### src/rtl/regs_wb_arbiter_pkg.sv
// regs_wb_arbiter_pkg: shared CPU definitions for the register write-back path.
//   REG_AW / REG_DW : default register address / data widths
//   REG_ZERO        : hard-wired zero register address (writes are discarded)
//   src_e           : write-back source encoding shared with the main control unit
package regs_wb_arbiter_pkg;
    localparam int REG_AW = 5;
    localparam int REG_DW = 32;
    localparam logic [REG_AW-1:0] REG_ZERO = '0;
    typedef enum logic {
        SRC_MEM = 1'b0,
        SRC_ALU = 1'b1
    } src_e;
endpackage

### src/rtl/regs_wb_arbiter_wb_hold.sv
// wb_hold_entry: one-entry write-back hold register.
//   clk, rst            : clock, synchronous active-high reset
//   req_valid/addr/data : incoming write-back request
//   grant               : entry is being written to the register file this cycle
//   rd_a, rd_b          : decode read addresses to compare against
//   ready               : request is accepted this cycle when req_valid is high
//   load                : request is being stored this cycle (non-zero address)
//   v, addr, data       : current entry contents
//   match_a, match_b    : entry holds an unwritten value for rd_a / rd_b
module wb_hold_entry
    import regs_wb_arbiter_pkg::*;
#(
    parameter int AW = REG_AW,
    parameter int DW = REG_DW
) (
    input  logic          clk,
    input  logic          rst,
    input  logic          req_valid,
    input  logic [AW-1:0] req_addr,
    input  logic [DW-1:0] req_data,
    input  logic          grant,
    input  logic [AW-1:0] rd_a,
    input  logic [AW-1:0] rd_b,
    output logic          ready,
    output logic          load,
    output logic          v,
    output logic [AW-1:0] addr,
    output logic [DW-1:0] data,
    output logic          match_a,
    output logic          match_b
);
    // Free when empty or draining this cycle; nothing is accepted during reset.
    assign ready = !rst & (!v | grant);
    // Zero-register requests are acknowledged but never buffered.
    assign load = req_valid & ready & (req_addr != AW'(REG_ZERO));
    assign match_a = v & (addr == rd_a);
    assign match_b = v & (addr == rd_b);

    always_ff @(posedge clk) begin
        if (rst) begin
            v    <= 1'b0;
            addr <= '0;
            data <= '0;
        end else if (load) begin
            v    <= 1'b1;
            addr <= req_addr;
            data <= req_data;
        end else if (grant) begin
            v    <= 1'b0;
        end
    end
endmodule

### src/rtl/regs_wb_arbiter.sv
// regs_wb_arbiter: arbitrates ALU and load write-backs onto the single register-file write port.
//   clk, rst                     : clock, synchronous active-high reset
//   alu_valid/addr/data, ready   : ALU write-back request handshake
//   mem_valid/addr/data, ready   : load write-back request handshake
//   L_S, Wt_addr, wt_data        : register-file write port (driven from hold entries)
//   R_addr_A, R_addr_B           : decode read addresses
//   hazard_A, hazard_B           : a buffered, unwritten value targets that read address
module regs_wb_arbiter
    import regs_wb_arbiter_pkg::*;
#(
    parameter int AW = REG_AW,
    parameter int DW = REG_DW
) (
    input  logic          clk,
    input  logic          rst,
    input  logic          alu_valid,
    input  logic [AW-1:0] alu_addr,
    input  logic [DW-1:0] alu_data,
    output logic          alu_ready,
    input  logic          mem_valid,
    input  logic [AW-1:0] mem_addr,
    input  logic [DW-1:0] mem_data,
    output logic          mem_ready,
    output logic          L_S,
    output logic [AW-1:0] Wt_addr,
    output logic [DW-1:0] wt_data,
    input  logic [AW-1:0] R_addr_A,
    input  logic [AW-1:0] R_addr_B,
    output logic          hazard_A,
    output logic          hazard_B
);
    logic          alu_v, mem_v, alu_load, mem_load;
    logic [AW-1:0] alu_a, mem_a;
    logic [DW-1:0] alu_d, mem_d;
    logic          alu_ma, alu_mb, mem_ma, mem_mb;
    logic          grant_alu, grant_mem, same, pick_alu, alu_keep, mem_keep;
    src_e          rr;
    logic          age;

    wb_hold_entry #(.AW(AW), .DW(DW)) u_alu (
        .clk(clk), .rst(rst),
        .req_valid(alu_valid), .req_addr(alu_addr), .req_data(alu_data),
        .grant(grant_alu), .rd_a(R_addr_A), .rd_b(R_addr_B),
        .ready(alu_ready), .load(alu_load),
        .v(alu_v), .addr(alu_a), .data(alu_d),
        .match_a(alu_ma), .match_b(alu_mb)
    );

    wb_hold_entry #(.AW(AW), .DW(DW)) u_mem (
        .clk(clk), .rst(rst),
        .req_valid(mem_valid), .req_addr(mem_addr), .req_data(mem_data),
        .grant(grant_mem), .rd_a(R_addr_A), .rd_b(R_addr_B),
        .ready(mem_ready), .load(mem_load),
        .v(mem_v), .addr(mem_a), .data(mem_d),
        .match_a(mem_ma), .match_b(mem_mb)
    );

    always_comb begin
        same      = (alu_a == mem_a);
        // Same destination must retire in program order; otherwise alternate.
        pick_alu  = same ? age : (rr == SRC_ALU);
        grant_alu = !rst & alu_v & (!mem_v | pick_alu);
        grant_mem = !rst & mem_v & (!alu_v | !pick_alu);
        alu_keep  = alu_v & !grant_alu;
        mem_keep  = mem_v & !grant_mem;
        L_S       = grant_alu | grant_mem;
        Wt_addr   = grant_alu ? alu_a : grant_mem ? mem_a : '0;
        wt_data   = grant_alu ? alu_d : grant_mem ? mem_d : '0;
        hazard_A  = (R_addr_A != AW'(REG_ZERO)) & (alu_ma | mem_ma);
        hazard_B  = (R_addr_B != AW'(REG_ZERO)) & (alu_mb | mem_mb);
    end

    always_ff @(posedge clk) begin
        if (rst) begin
            rr  <= SRC_MEM;
            age <= 1'b0;
        end else begin
            if (alu_v & mem_v & !same)
                rr <= grant_alu ? SRC_MEM : SRC_ALU;
            // age=1 means the ALU entry is older; a freshly loaded entry is always younger.
            if (alu_load & mem_load)
                age <= 1'b1;
            else if (alu_load & mem_keep)
                age <= 1'b0;
            else if (mem_load & alu_keep)
                age <= 1'b1;
        end
    end
endmodule

### config.mk
export PLATFORM = sky130hd
export DESIGN_NAME = regs_wb_arbiter
export DESIGN_NICKNAME = d
export VERILOG_FILES = /design/src/rtl/regs_wb_arbiter_pkg.sv /design/src/rtl/regs_wb_arbiter_wb_hold.sv /design/src/rtl/regs_wb_arbiter.sv
export SDC_FILE = /design/constraint.sdc
export NUM_CORES = 1
export LEC_CHECK = 0
export ABC_CLOCK_PERIOD_IN_PS = 7090
export CORE_MARGIN = 2
export CORE_UTILIZATION = 51
export CTS_CLUSTER_DIAMETER = 40
export DETAILED_ROUTE_END_ITERATION = 16
export GPL_TIMING_DRIVEN = 1
export PLACE_DENSITY = 0.86
export SYNTH_ARGS = -nofsm -noshare
export SYNTH_HDL_FRONTEND = slang
export SYNTH_SLANG_ARGS = --single-unit
### constraint.sdc
create_clock -name clk -period 7.09 [get_ports clk]
set_input_delay 2.127 -clock clk [delete_from_list [all_inputs] [get_ports clk]]
set_output_delay 2.127 -clock clk [all_outputs]
set_load 0.05 [all_outputs]
==> metrics.csv <==
metric;value;unit
status;finished clean;
power_leakage;2.33;nW
synth_warnings;0;
clock-sinks;78;
layout.nets;622;
via_count;3842;
io_buffers;129;
crit-reg2reg-launch;u_alu.addr[3];
hold_path_class;flop to flop;
ctsHoldBuffers;0;
syn-cell-area;0.00419;mm2
n_antenna_cell;0;
syn_nets;527;
dieArea;0.00897;mm2
reg2regPathDepth;5;
hold_path_depth;2;
seq_power_share;45.1;%
fin_crit_sh;89.4;%
ctsLongestPathBuffers;2;
p_clk_share;33.8;%
ys_types;38;
synthCells;439;
finalMaxSlewViolations;0;
critPathLaunchType;input port;
crit_start;R_addr_A[1];
die_y;94.7;um
synth_edf_count;0;
skew;0.00801;ns
grt_antenna_before_repair;0;
numCtsBuffers;9;
synth_common_cells;78 x dfxtp_1, 44 x a21oi_1, 39 x nand4_1;
power.switching;0.294;mW
timing.rr.end;u_mem.data[5];
drt_iter0_drc;159;
place.gp.congestion;0.804;
hpwlAfterDp;7410;um
synth_top_cell_area_share;37.2;%
grt_pass1_wl;18200;um
first_pass_iters;4;
cp_max_fo;3;
cts_resized;0;
yosysSeqAreaShare;37.2;%
whs_endpoint;u_mem.data[15];
endpoint_kind;primary output;
wl;11600;um
n_fill_cell;656;
worstSkewPairLatency;0.34;ns
drc;0;
cts_max_level;3;
area_growth_syn_to_layout;33.3;%
io_pins;130;
final_core_utilization;69.1;%
power_frac_comb;21.1;%
gr-total-overflow;0;
viasPerCell;5.98;
seq_area;0.00156;mm2
synth_area_leaders;dfxtp_1 37%, mux2_4 11%, a22o_1 7.7%;
p_int;0.802;mW
hold_viol;0;
coreArea;0.00809;mm2
cts-root-buf;clkbuf_8;
synth_top_cell_by_area;dfxtp_1;
synth_ff_type;dfxtp_1;
hp-start;u_mem.data[15];
fin_crit;6.34;ns
maxCapViolations;0;
grt_pass1_vias;3690;
grt_setup_unrepaired;no;
wl_per_cell;18.1;um
drive_gt1_share;18.6;%
gr-usage-all-layers;25.5;%
synth-async-reset-ratio;0;%
p_per_area;196;mW/mm2
postCtsSetupBuffers;0;
multiInputGateArea;0.00240;mm2
ys_ff_latch;78;
path_clk_slew;0.08;ns
ant_nets;0;
cts_tree;yes;
tightest_slew;1.35;ns
grt_max_degree;54;
crit_required;4.96;ns
synth.most_common_cell;dfxtp_1;
tns;0;ns
slew-limit-headroom;9.87;%
ir_worst_vdd;0.108;mV
reg2reg_slack;4.32;ns
p_sw_share;26.9;%
die_w;94.7;um
initial_utilization;51.8;%
avgSynthCellArea;9.55;um2
setup_viol;0;
fmax;158;MHz
arrival;4.21;ns
num_rows;33;
crit_type;input port to primary output;
-- layout make-up --
type	instances	share of cell area, %
multi-input cells	307	42.9
repair buffers	135	22.6
inverters	3	0.201
well taps	105	2.35
clock inverters	4	1.25
flip-flops and latches	78	27.9
clock buffers	11	2.71
-- layout by cell type (no fill, tap or decap), types with 4 or more instances in the layout --
| cell type | count |
|---|---|
| nor2_1 | 8 |
| nor4_1 | 4 |
| o31ai_1 | 37 |
| dfxtp_1 | 78 |
| nor2b_1 | 37 |
| xnor2_1 | 9 |
| mux2_2 | 6 |
| nand3_1 | 9 |
| xor2_1 | 16 |
| nand4_1 | 39 |
| a22o_1 | 37 |
| a21oi_1 | 43 |
| or4_1 | 4 |
| clkbuf_8 | 11 |
| buf_4 | 41 |
| o21ai_0 | 4 |
| mux2_4 | 30 |
| clkdlybuf4s50_1 | 91 |
-- flip-flops by register name (all words and copies together), names as in the netlist --
name,count
u_alu.addr,5
age,1
u_mem.addr,5
u_mem.data,32
u_alu.v,1
u_mem.v,1
rr,1
u_alu.data,32
-- worst max path at each step --
| stage | slack [ns] | end | depth (start not counted) |
|---|---|---|---|
| after detailed placement | 0.78 | hazard_A | 6 |
| after CTS | 0.77 | hazard_A | 6 |
| after global routing | 0.65 | hazard_A | 6 |
| after global placement | 0.87 | hazard_B | 6 |
| final | 0.75 | hazard_A | 6 |
| after floorplan | 1.35 | mem_ready | 3 |
-- worst max-delay path: stages --
cell	delay (ns)
clkdlybuf4s50_1	0.48
xor2_1	0.18
nor4_1	0.36
nand3_1	0.12
a21oi_1	0.14
clkdlybuf4s50_1	0.81
-- logic make-up after synthesis --
logic type / synth area share [%]
multiplexers: 12.4
buffers and inverters: 6.50
XOR/XNOR: 5.22
AND/OR/NAND/NOR: 15.9
AO/OA/AOI/OAI: 22.8
flip-flops: 37.2
-- power by group through the flow --
| stage | Clock, mW | Combinational, mW | Sequential, mW |
|---|---|---|---|
| after floorplan | 0 | 0.151 | 0.494 |
| after global placement | 0 | 0.223 | 0.503 |
| after detailed placement | 0 | 0.230 | 0.504 |
| after CTS | 0.374 | 0.231 | 0.494 |
| after global routing | 0.398 | 0.247 | 0.498 |
| final | 0.371 | 0.231 | 0.494 |
-- metrics by stage --
step | instances | hold WS, ns | power, mW | area (um2) | setup slack, ns
floorplan | 439 | 0.449 | 0.645 | 4190 | 1.35
global placement | 628 | 0.457 | 0.726 | 5370 | 0.874
detailed placement | 628 | 0.464 | 0.733 | 5370 | 0.777
CTS | 643 | 0.474 | 1.10 | 5590 | 0.768
global route | 643 | 0.497 | 1.14 | 5590 | 0.652
finish | 643 | 0.478 | 1.10 | 5590 | 0.753
-- routing by layer --
layer,GRT usage (%),wire length (um)
met1,32.5,4810
met2,43.0,5880
met3,5.75,815
met4,7.61,109
met5,0,0
No activity file was read; power rests on OpenSTA's default activity.
